==> src/rtl/keypad_pkg.sv <==
// Shared types for the keypad scanner: debounce states and per-scan results.
// Pure type definitions, no logic.
// Imported by keypad_scan.
package keypad_pkg;

    typedef enum logic [1:0] {
        IDLE         = 2'd0,
        PRESS_WAIT   = 2'd1,
        HELD         = 2'd2,
        RELEASE_WAIT = 2'd3
    } scan_state_t;

    typedef enum logic [1:0] {
        RES_NONE   = 2'd0,
        RES_SINGLE = 2'd1,
        RES_MULTI  = 2'd2
    } scan_result_t;

endpackage

==> src/rtl/sync_2ff.sv <==
// Two-flop synchroniser for asynchronous, idle-high (active-low) inputs.
// Latency: 2 clk cycles from a stable input to q_o.
// No handshake; samples every cycle. Resets to all-ones (the idle level).
module sync_2ff #(
    parameter int WIDTH = 1
) (
    input  logic             clk,
    input  logic             reset,
    input  logic [WIDTH-1:0] d_i,
    output logic [WIDTH-1:0] q_o
);

    logic [WIDTH-1:0] meta_q;
    logic [WIDTH-1:0] sync_q;

    // Two-stage capture; reset to the released (high) level of the pins.
    always_ff @(posedge clk) begin
        if (!reset) begin
            meta_q <= '1;
            sync_q <= '1;
        end else begin
            meta_q <= d_i;
            sync_q <= meta_q;
        end
    end

    assign q_o = sync_q;

endmodule

==> src/rtl/keypad_scan.sv <==
// Matrix keypad scanner: row strobing, column sampling, per-scan debounce, key events.
// Latency: press/release accepted after DEBOUNCE_SCANS matching full scans (+ a few cycles).
// No backpressure: key_valid is a one-cycle pulse, key_code holds until the next press.
module keypad_scan
    import keypad_pkg::*;
#(
    parameter  int ROWS           = 4,
    parameter  int COLS           = 4,
    parameter  int SETTLE_CYCLES  = 3,
    parameter  int DEBOUNCE_SCANS = 4,
    localparam int CODE_W         = $clog2(ROWS*COLS)
) (
    input  logic              clk,
    input  logic              reset,
    input  logic [COLS-1:0]   cols_n,
    output logic [ROWS-1:0]   rows_n,
    output logic [CODE_W-1:0] key_code,
    output logic              key_valid,
    output logic              key_held,
    output logic              multi_key
);

    localparam int RW  = (ROWS > 1) ? $clog2(ROWS) : 1;
    localparam int SW  = (SETTLE_CYCLES > 0) ? $clog2(SETTLE_CYCLES + 1) : 1;
    localparam int CLW = (COLS > 1) ? $clog2(COLS) : 1;
    localparam int CW  = $clog2(DEBOUNCE_SCANS + 1);

    // ---------------- column synchroniser ----------------
    logic [COLS-1:0] cols_n_sync;
    logic [COLS-1:0] cols;

    sync_2ff #(.WIDTH(COLS)) u_cols_sync (
        .clk   (clk),
        .reset (reset),
        .d_i   (cols_n),
        .q_o   (cols_n_sync)
    );

    assign cols = ~cols_n_sync;

    // ---------------- row sequencer ----------------
    logic [RW-1:0] row_q, row_d;
    logic [SW-1:0] settle_q, settle_d;
    logic          sample;
    logic          last_row;

    // Next row/settle position; columns are sampled on the last settle cycle.
    always_comb begin
        sample   = (settle_q == SW'(SETTLE_CYCLES));
        last_row = (row_q == RW'(ROWS - 1));
        row_d    = row_q;
        settle_d = settle_q + 1'b1;
        if (sample) begin
            settle_d = '0;
            row_d    = last_row ? '0 : row_q + 1'b1;
        end
    end

    // Row index and settle counter registers.
    always_ff @(posedge clk) begin
        if (!reset) begin
            row_q    <= '0;
            settle_q <= '0;
        end else begin
            row_q    <= row_d;
            settle_q <= settle_d;
        end
    end

    // One-hot active-low strobe decoded from the row index.
    always_comb begin
        rows_n        = '1;
        rows_n[row_q] = 1'b0;
    end

    // ---------------- per-scan accumulator ----------------
    logic [1:0]        row_hits;   // saturates at 2: only "none/one/many" matters
    logic [CLW-1:0]    row_col;
    logic [CODE_W-1:0] hit_code;
    logic [2:0]        sum_raw;
    logic [1:0]        sum_cnt;
    logic [CODE_W-1:0] sum_code;

    logic [1:0]        acc_cnt_q;
    logic [CODE_W-1:0] acc_code_q;
    logic              res_vld_q;
    scan_result_t      res_q;
    logic [CODE_W-1:0] res_code_q;

    // Hits on the current row (lowest column wins) merged with earlier rows (lowest row wins).
    always_comb begin
        row_hits = 2'd0;
        row_col  = '0;
        for (int c = COLS - 1; c >= 0; c--) begin
            if (cols[c]) begin
                row_col = CLW'(c);
            end
        end
        for (int c = 0; c < COLS; c++) begin
            if (cols[c] && (row_hits != 2'd2)) begin
                row_hits = row_hits + 2'd1;
            end
        end
        hit_code = CODE_W'(row_q) * CODE_W'(COLS) + CODE_W'(row_col);
        sum_raw  = {1'b0, acc_cnt_q} + {1'b0, row_hits};
        sum_cnt  = (sum_raw >= 3'd2) ? 2'd2 : sum_raw[1:0];
        sum_code = (acc_cnt_q == 2'd0) ? hit_code : acc_code_q;
    end

    // Accumulate across rows; publish a one-cycle scan result after the last row.
    always_ff @(posedge clk) begin
        if (!reset) begin
            acc_cnt_q  <= 2'd0;
            acc_code_q <= '0;
            res_vld_q  <= 1'b0;
            res_q      <= RES_NONE;
            res_code_q <= '0;
        end else begin
            res_vld_q <= 1'b0;
            if (sample) begin
                if (last_row) begin
                    res_vld_q  <= 1'b1;
                    res_code_q <= sum_code;
                    case (sum_cnt)
                        2'd0:    res_q <= RES_NONE;
                        2'd1:    res_q <= RES_SINGLE;
                        default: res_q <= RES_MULTI;
                    endcase
                    acc_cnt_q  <= 2'd0;
                    acc_code_q <= '0;
                end else begin
                    acc_cnt_q  <= sum_cnt;
                    acc_code_q <= sum_code;
                end
            end
        end
    end

    // ---------------- debounce FSM ----------------
    scan_state_t       state_q;
    logic [CW-1:0]     cnt_q;
    logic [CODE_W-1:0] cand_q;
    logic [CODE_W-1:0] key_code_q;
    logic              key_valid_q;
    logic              key_held_q;
    logic              multi_q;

    // Scan-granular debounce with rollover lock; all outputs registered here.
    always_ff @(posedge clk) begin
        if (!reset) begin
            state_q     <= IDLE;
            cnt_q       <= '0;
            cand_q      <= '0;
            key_code_q  <= '0;
            key_valid_q <= 1'b0;
            key_held_q  <= 1'b0;
            multi_q     <= 1'b0;
        end else begin
            key_valid_q <= 1'b0;
            if (res_vld_q) begin
                multi_q <= (res_q == RES_MULTI);
            end
            case (state_q)
                IDLE: begin
                    if (res_vld_q && (res_q == RES_SINGLE)) begin
                        state_q <= PRESS_WAIT;
                        cand_q  <= res_code_q;
                        cnt_q   <= CW'(1);
                    end
                end
                PRESS_WAIT: begin
                    // Count reached on the previous result: accept without waiting a scan.
                    if (cnt_q == CW'(DEBOUNCE_SCANS)) begin
                        state_q     <= HELD;
                        key_code_q  <= cand_q;
                        key_valid_q <= 1'b1;
                        key_held_q  <= 1'b1;
                        cnt_q       <= '0;
                    end else if (res_vld_q) begin
                        if (res_q == RES_SINGLE) begin
                            if (res_code_q == cand_q) begin
                                cnt_q <= cnt_q + 1'b1;
                            end else begin
                                cand_q <= res_code_q;
                                cnt_q  <= CW'(1);
                            end
                        end else begin
                            state_q <= IDLE;
                            cnt_q   <= '0;
                        end
                    end
                end
                HELD: begin
                    if (res_vld_q) begin
                        if (res_q == RES_NONE) begin
                            if (DEBOUNCE_SCANS == 1) begin
                                state_q    <= IDLE;
                                key_held_q <= 1'b0;
                                cnt_q      <= '0;
                            end else begin
                                state_q <= RELEASE_WAIT;
                                cnt_q   <= CW'(1);
                            end
                        end else if ((res_q == RES_SINGLE) && (res_code_q != key_code_q)) begin
                            state_q <= RELEASE_WAIT;
                            cnt_q   <= CW'(1);
                        end
                    end
                end
                RELEASE_WAIT: begin
                    if (res_vld_q) begin
                        if (res_q == RES_NONE) begin
                            if (cnt_q >= CW'(DEBOUNCE_SCANS - 1)) begin
                                state_q    <= IDLE;
                                key_held_q <= 1'b0;
                                cnt_q      <= '0;
                            end else begin
                                cnt_q <= cnt_q + 1'b1;
                            end
                        end else if ((res_q == RES_MULTI) || (res_code_q == key_code_q)) begin
                            state_q <= HELD;
                            cnt_q   <= '0;
                        end else begin
                            cnt_q <= CW'(1);
                        end
                    end
                end
                default: begin
                    state_q    <= IDLE;
                    key_held_q <= 1'b0;
                    cnt_q      <= '0;
                end
            endcase
        end
    end

    assign key_code  = key_code_q;
    assign key_valid = key_valid_q;
    assign key_held  = key_held_q;
    assign multi_key = multi_q;

endmodule

==> config.mk <==
export PLATFORM = sky130hd
export DESIGN_NAME = keypad_scan
export DESIGN_NICKNAME = d
export VERILOG_FILES = /design/src/rtl/keypad_pkg.sv /design/src/rtl/sync_2ff.sv /design/src/rtl/keypad_scan.sv
export SDC_FILE = /design/constraint.sdc
export NUM_CORES = 1
export LEC_CHECK = 0
export BUFFER_PORTS_ARGS = -buffer_cell sky130_fd_sc_hd__clkbuf_2
export CAP_MARGIN = 20
export CORE_MARGIN = 3
export CORE_UTILIZATION = 53
export DETAILED_ROUTE_END_ITERATION = 10
export PLACE_DENSITY = 0.75
export SYNTH_ARGS = -nofsm -noshare
export SYNTH_HDL_FRONTEND = slang
export SYNTH_HIERARCHICAL = 1
export SYNTH_SLANG_ARGS = --single-unit
export TNS_END_PERCENT = 30
==> constraint.sdc <==
create_clock -name clk -period 2.5 [get_ports clk]
set_input_delay 0.25 -clock clk [delete_from_list [all_inputs] [get_ports clk]]
set_output_delay 0.25 -clock clk [all_outputs]
set_load 0.03 [all_outputs]
-- Word level (Yosys, flattened, before mapping)
Index checks and enable logic that the tools add are counted.
- add/subtract/negate cells: 8
- order comparisons: 4
- equal/unequal tests: 30
- multiplexer cells: 54
- bitwise logic cells: 3
- reductions and logical operators: 22
- operators by type and width (cell ; count):
    2-bit 2-to-1 mux ; 21
    3-bit 2-to-1 mux ; 11
    4-bit 2-to-1 mux ; 7
    2-bit inequality test (second input constant) ; 13
    3-bit inequality test (second input constant) ; 5
    3-bit case mux with 4 select lines ; 1
    2-bit by 1-bit adder with 2-bit output (second input constant) ; 5
    2-bit == test (second input constant) ; 5
    5-bit AND reduction ; 2
    1-bit 2-to-1 mux ; 9
    4-bit == test ; 2
    2-bit logical NOT ; 4
    4-bit NOT ; 2
    2-bit case mux with 4 select lines ; 1
    4-bit case mux with 2 select lines ; 1
    2-bit AND reduction ; 4
    8-bit AND reduction ; 1
    2-bit by 1-bit == test with 1-bit output (second input constant) ; 3
    3-bit by 2-bit >= comparator with 1-bit output (second input constant) ; 2
    1-bit logical AND ; 6
    6-bit AND reduction ; 1
    4-bit by 2-bit adder with 4-bit output ; 1
    4-bit inequality test ; 1
    2-bit case mux with 2 select lines ; 1
    11 further kinds ; 12
- flip-flop bits (word level): 41
- bits of input ports: 6
- output and inout port bits: 11
- word-level logic and storage cells: 137

-- Longest topological paths before layout
- depth in word-level cells: 16
- gate-level depth with buffers: 13
- depth with buffers taken out: 13

-- Modules after synthesis
Netlist, hierarchy kept.
- modules (own cells, without submodules) (module ; instances ; cells an instance ; area an instance (um^2) ; seq. area each (um^2)):
    keypad_scan ; 1 ; 195 ; 1794.2 ; 660.6
    sync_2ff ; 1 ; 16 ; 210.2 ; 160.2

-- Worst setup path before layout
Ideal clock, no wire load.
- kind: register -> register
- start point: reg u_cols_sync.sync_q[0], in the netlist u_cols_sync/q_o[0]
- end point: reg acc_cnt_q[1]
- setup time: 128 ps
- data arrival time: 2250 ps
- required time: 2372 ps
- path slack: 123 ps
- stages on the path, launching flop included: 14
- period minus slack after synthesis: 2377 ps
- path through: dfxtp_1 inv_1 ha_1 o21ai_0 o31ai_1 ha_1 nor2_1 xnor2_1 ha_1 inv_1 fa_1 nand2_1 a2bb2oi_1 nor2_1
- longest elaborated chain between the ends: 15
- ends and longest elaborated chain (element ; line ; RTL):
    from (decl) ; sync_2ff.sv:14 ; logic [WIDTH-1:0] sync_q;
    from (signal assigned) ; sync_2ff.sv:23 ; sync_q <= meta_q;
    4-bit NOT (*) ; keypad_scan.sv:39 ; assign cols = ~cols_n_sync;
    1-bit 2-to-1 mux (*) ; keypad_scan.sv:100 ; if (cols[c] && (row_hits != 2'd2)) begin
    branches (longest 2 deep; another with 2-bit by 1-bit adder with 2-bit output) ; n/a ;
    2-bit 2-to-1 mux (*) ; keypad_scan.sv:100 ;
    branches (longest 2 deep; another with 2-bit by 1-bit adder with 2-bit output) ; n/a ;
    2-bit 2-to-1 mux (*) ; keypad_scan.sv:100 ;
    branches (longest 2 deep; another with 2-bit by 1-bit adder with 2-bit output) ; n/a ;
    2-bit 2-to-1 mux (*) ; keypad_scan.sv:100 ;
    2-bit by 2-bit adder with 3-bit output (*) ; keypad_scan.sv:105 ; sum_raw = {1'b0, acc_cnt_q} + {1'b0, row_hits};
    3-bit by 2-bit >= comparator with 1-bit output ; keypad_scan.sv:106 ; sum_cnt = (sum_raw >= 3'd2) ? 2'd2 : sum_raw[1:0];
    2-bit 2-to-1 mux (*) ; keypad_scan.sv:106 ;
    2-bit 2-to-1 mux (*) ; keypad_scan.sv:121 ; if (last_row) begin
    to (signal assigned) ; keypad_scan.sv:132 ; acc_cnt_q <= sum_cnt;
    to (decl) ; keypad_scan.sv:84 ; logic [1:0] acc_cnt_q;
Mark *: on every way between the ends.
A chain may end at the register's enable or synchronous reset.

-- Worst setup path in the final report
- start point: reg u_cols_sync.sync_q[1], in the netlist u_cols_sync/q_o[1]
- end point: reg acc_cnt_q[1]
- longest elaborated chain between the ends: 13
- ends and longest elaborated chain (element ; line):
    4-bit NOT (*) ; keypad_scan.sv:39
    1-bit logical AND (*) ; keypad_scan.sv:100
    2-bit 2-to-1 mux (*) ; keypad_scan.sv:100
    branches (longest 2 deep; another with 2-bit by 1-bit adder with 2-bit output) ; n/a
    2-bit 2-to-1 mux (*) ; keypad_scan.sv:100
    branches (longest 2 deep; another with 2-bit by 1-bit adder with 2-bit output) ; n/a
    2-bit 2-to-1 mux (*) ; keypad_scan.sv:100
    2-bit by 2-bit adder with 3-bit output (*) ; keypad_scan.sv:105
    3-bit by 2-bit >= comparator with 1-bit output ; keypad_scan.sv:106
    2-bit 2-to-1 mux (*) ; keypad_scan.sv:106
    2-bit 2-to-1 mux (*) ; keypad_scan.sv:121
Marked as above.

==> impl_metrics.ini <==
[setup_path]
end_kind = flip-flop
worstPathArrival_ns = 2.58
cp_max_fo = 4
path_common_cell = ha_2
cp_slowest_stage_delay_ns = 0.54
critPathKind = reg2reg
cp.required_ns = 2.67
crit_slowest_cell = fa_1
cp_cell_sequence = inv_2, ha_4, o21ai_2, o31ai_2, ha_2, nor2_2, xnor2_1, ha_2, inv_1, fa_1, nand2_1, a2bb2oi_2, nor2_1
worstSetupStartpointType = flip-flop

[sta]
finalSetupViolCount = 0
tightest_slew_ns = 0.491
maxSlewHeadroom = 0.673
period_minus_slack_ns = 2.41
clock-skew-final_ns = 0.00296
fin_crit_sh = 0.965
fmax_mhz = 414
hold_violations = 0
setup_slack_ns = 0.0874
tns_ns = 0
finalMaxSlewViolations = 0

[detailed_routing]
drc = 0
totalWireLength_um = 3550
vias = 1489
drt-initial-drc-count = 44
drt-pass1-iter-count = 4
antenna_left = 0
wl_per_cell_um = 12.9
via_per_inst = 5.39

[floorplanning]
die_h_um = 67.5
row_count = 21
start_util = 0.574
die_x_um = 67.5
die_area_um2 = 4560
design.portCount = 17
core_um2 = 3490

[clock_network]
insertion_delay_ns = 0.28
clock_sinks = 41
numCtsBuffers = 5
root_buffer = clkbuf_8
htreeDepth = 2
cts_hold_buf = 0
cts_tree = yes
cts.clk_slew.worst_paths_ns = 0.08
cts_buffer_depth = 2

[final_layout]
design_area_um2 = 2280
drive_above_1_share = 0.213
layout_common_cells = dfxtp_1, nor2_1, clkbuf_2
layout_commonest_cell = dfxtp_1
syn_to_final_growth_pct = 13.7
utilization = 0.652
nets = 249
antenna_cells = 0

[power]
power_mw = 1.23
power_leakage_nw = 0.872
power_density_nw_per_um2 = 540
ir_worst_vdd_uv = 613

[global_routing]
antenna_found_initial = 0
grt_pass1_vias = 1418
grt_max_degree = 28
grt_util_all_layers = 0.171
overflow = 0
grt_pass1_wl_um = 5990

[synthesis]
ys_ff_latch = 41
avgSynthCellArea_um2 = 9.50
synth_edf_count = 0
yosysUniqueCellTypes = 44
ys_seq_area_frac = 0.409
syn_area_um2 = 2000
synth_top_flop_cell = dfxtp_1
synthArstFlopShare = 0
ys_warn_count = 6
syn_nets = 231
syn_inst = 211

[place]
port_buffers = 16
gp_congestion = 0.796
placed_area_um2 = 2110
preCtsSetupSlack_ns = -0.0325
dp_hpwl_um = 2380

[status]
status = finished, final reports clean

[min_path]
hp-class = in2reg

[job]
maxCapViolCount = 0
==> routing by layer <==
metal	track usage	wire, um	up-vias
met1	0.203	1700	701
met5	0	0	-
met2	0.295	1700	18
li1	-	-	764
met3	0.0499	97	6
met4	0.0532	42	0
==> area by class of cell <==
| type | instances | area [um^2] |
|---|---|---|
| multi-input cells | 146 | 1130 |
| clock inverters | 1 | 5.00 |
| clock buffers | 7 | 96.3 |
| fillers | 298 | 1220 |
| flip-flops and latches | 41 | 823 |
| well taps | 46 | 57.6 |
| repair buffers | 18 | 95.1 |
| inverters | 17 | 66.3 |
==> critical path, delay by kind of cell, from the launching register on <==
family                   cells  cell delay [ns]
AO/OA/AOI/OAI                3             0.35
XOR/XNOR                     1             0.13
adder cells (fa/ha/maj)      4             1.08
buffers and inverters        2             0.12
flip-flops                   1             0.35
AND/OR/NAND/NOR              3             0.28
==> power breakdown <==
group	internal (mW)	switching [mW]	total [mW]
Sequential	0.666	0.00860	0.674
Clock	0.250	0.220	0.469
Combinational	0.0362	0.0493	0.0855
Total	0.951	0.278	1.23
==> state kept, by name, indices dropped and copies added, names as in the netlist <==
register            cells
u_cols_sync/q_o         4
key_valid               1
state_q                 2
res_code_q              4
multi_key               1
settle_q                2
acc_cnt_q               2
acc_code_q              4
cand_q                  4
key_code                4
cnt_q                   3
row_q                   2
u_cols_sync/meta_q      4
key_held                1
res_q                   2
res_vld_q               1
==> logic make-up (layout without fill, tap and decap cells) <==
logic type	Yosys count	count (layout)	synth area share
multiplexers	12	12	0.0599
XOR/XNOR	11	11	0.0481
buffers and inverters	24	43	0.0531
AND/OR/NAND/NOR	69	69	0.188
AO/OA/AOI/OAI	40	40	0.150
adder cells (fa/ha/maj)	14	14	0.0911
flip-flops	41	41	0.409
==> per-stage QoR <==
| step | hold WS (ns) | cells |
|---|---|---|
| finish | 0.135 | 276 |
| global route | 0.125 | 276 |
| CTS | 0.132 | 275 |
| detailed placement | 0.395 | 267 |
| global placement | 0.391 | 267 |
| floorplan | 0.323 | 211 |
==> timing repair <==
action                                  4_1_cts  5_1_grt
gates resized for setup                      10        7
pin swaps                                     2        5
endpoints found under the setup margin        1        4
setup buffers                                 0        1
==> worst paths after layout <==
kind	end	depth (start not counted)	start	slack, ns
min reg2reg	u_cols_sync/q_o[0]	1	u_cols_sync/meta_q[0]	0.41
min	u_cols_sync/meta_q[2]	2	cols_n[2]	0.14
max	acc_cnt_q[1]	13	u_cols_sync/q_o[1]	0.09
max reg2reg	acc_cnt_q[1]	13	u_cols_sync/q_o[1]	0.09
==> cell usage after synthesis, drive strengths merged (3+ instances only) <==
cell     n  share of area
dfxtp   41           0.41
nor2    23          0.043
inv     16          0.030
nand2b  14          0.044
ha      13          0.081
mux2i   12          0.060
o21ai    9          0.024
a21oi    8          0.020
nand2    8          0.015
xnor2    7          0.031
a211oi   5          0.019
and2     4          0.012
clkbuf   4         0.0075
nor3     4          0.010
xor2     4          0.017
a311oi   3          0.013
buf      3          0.014
nand4    3         0.0094
Note: power is estimated with default switching activity, not from simulation.
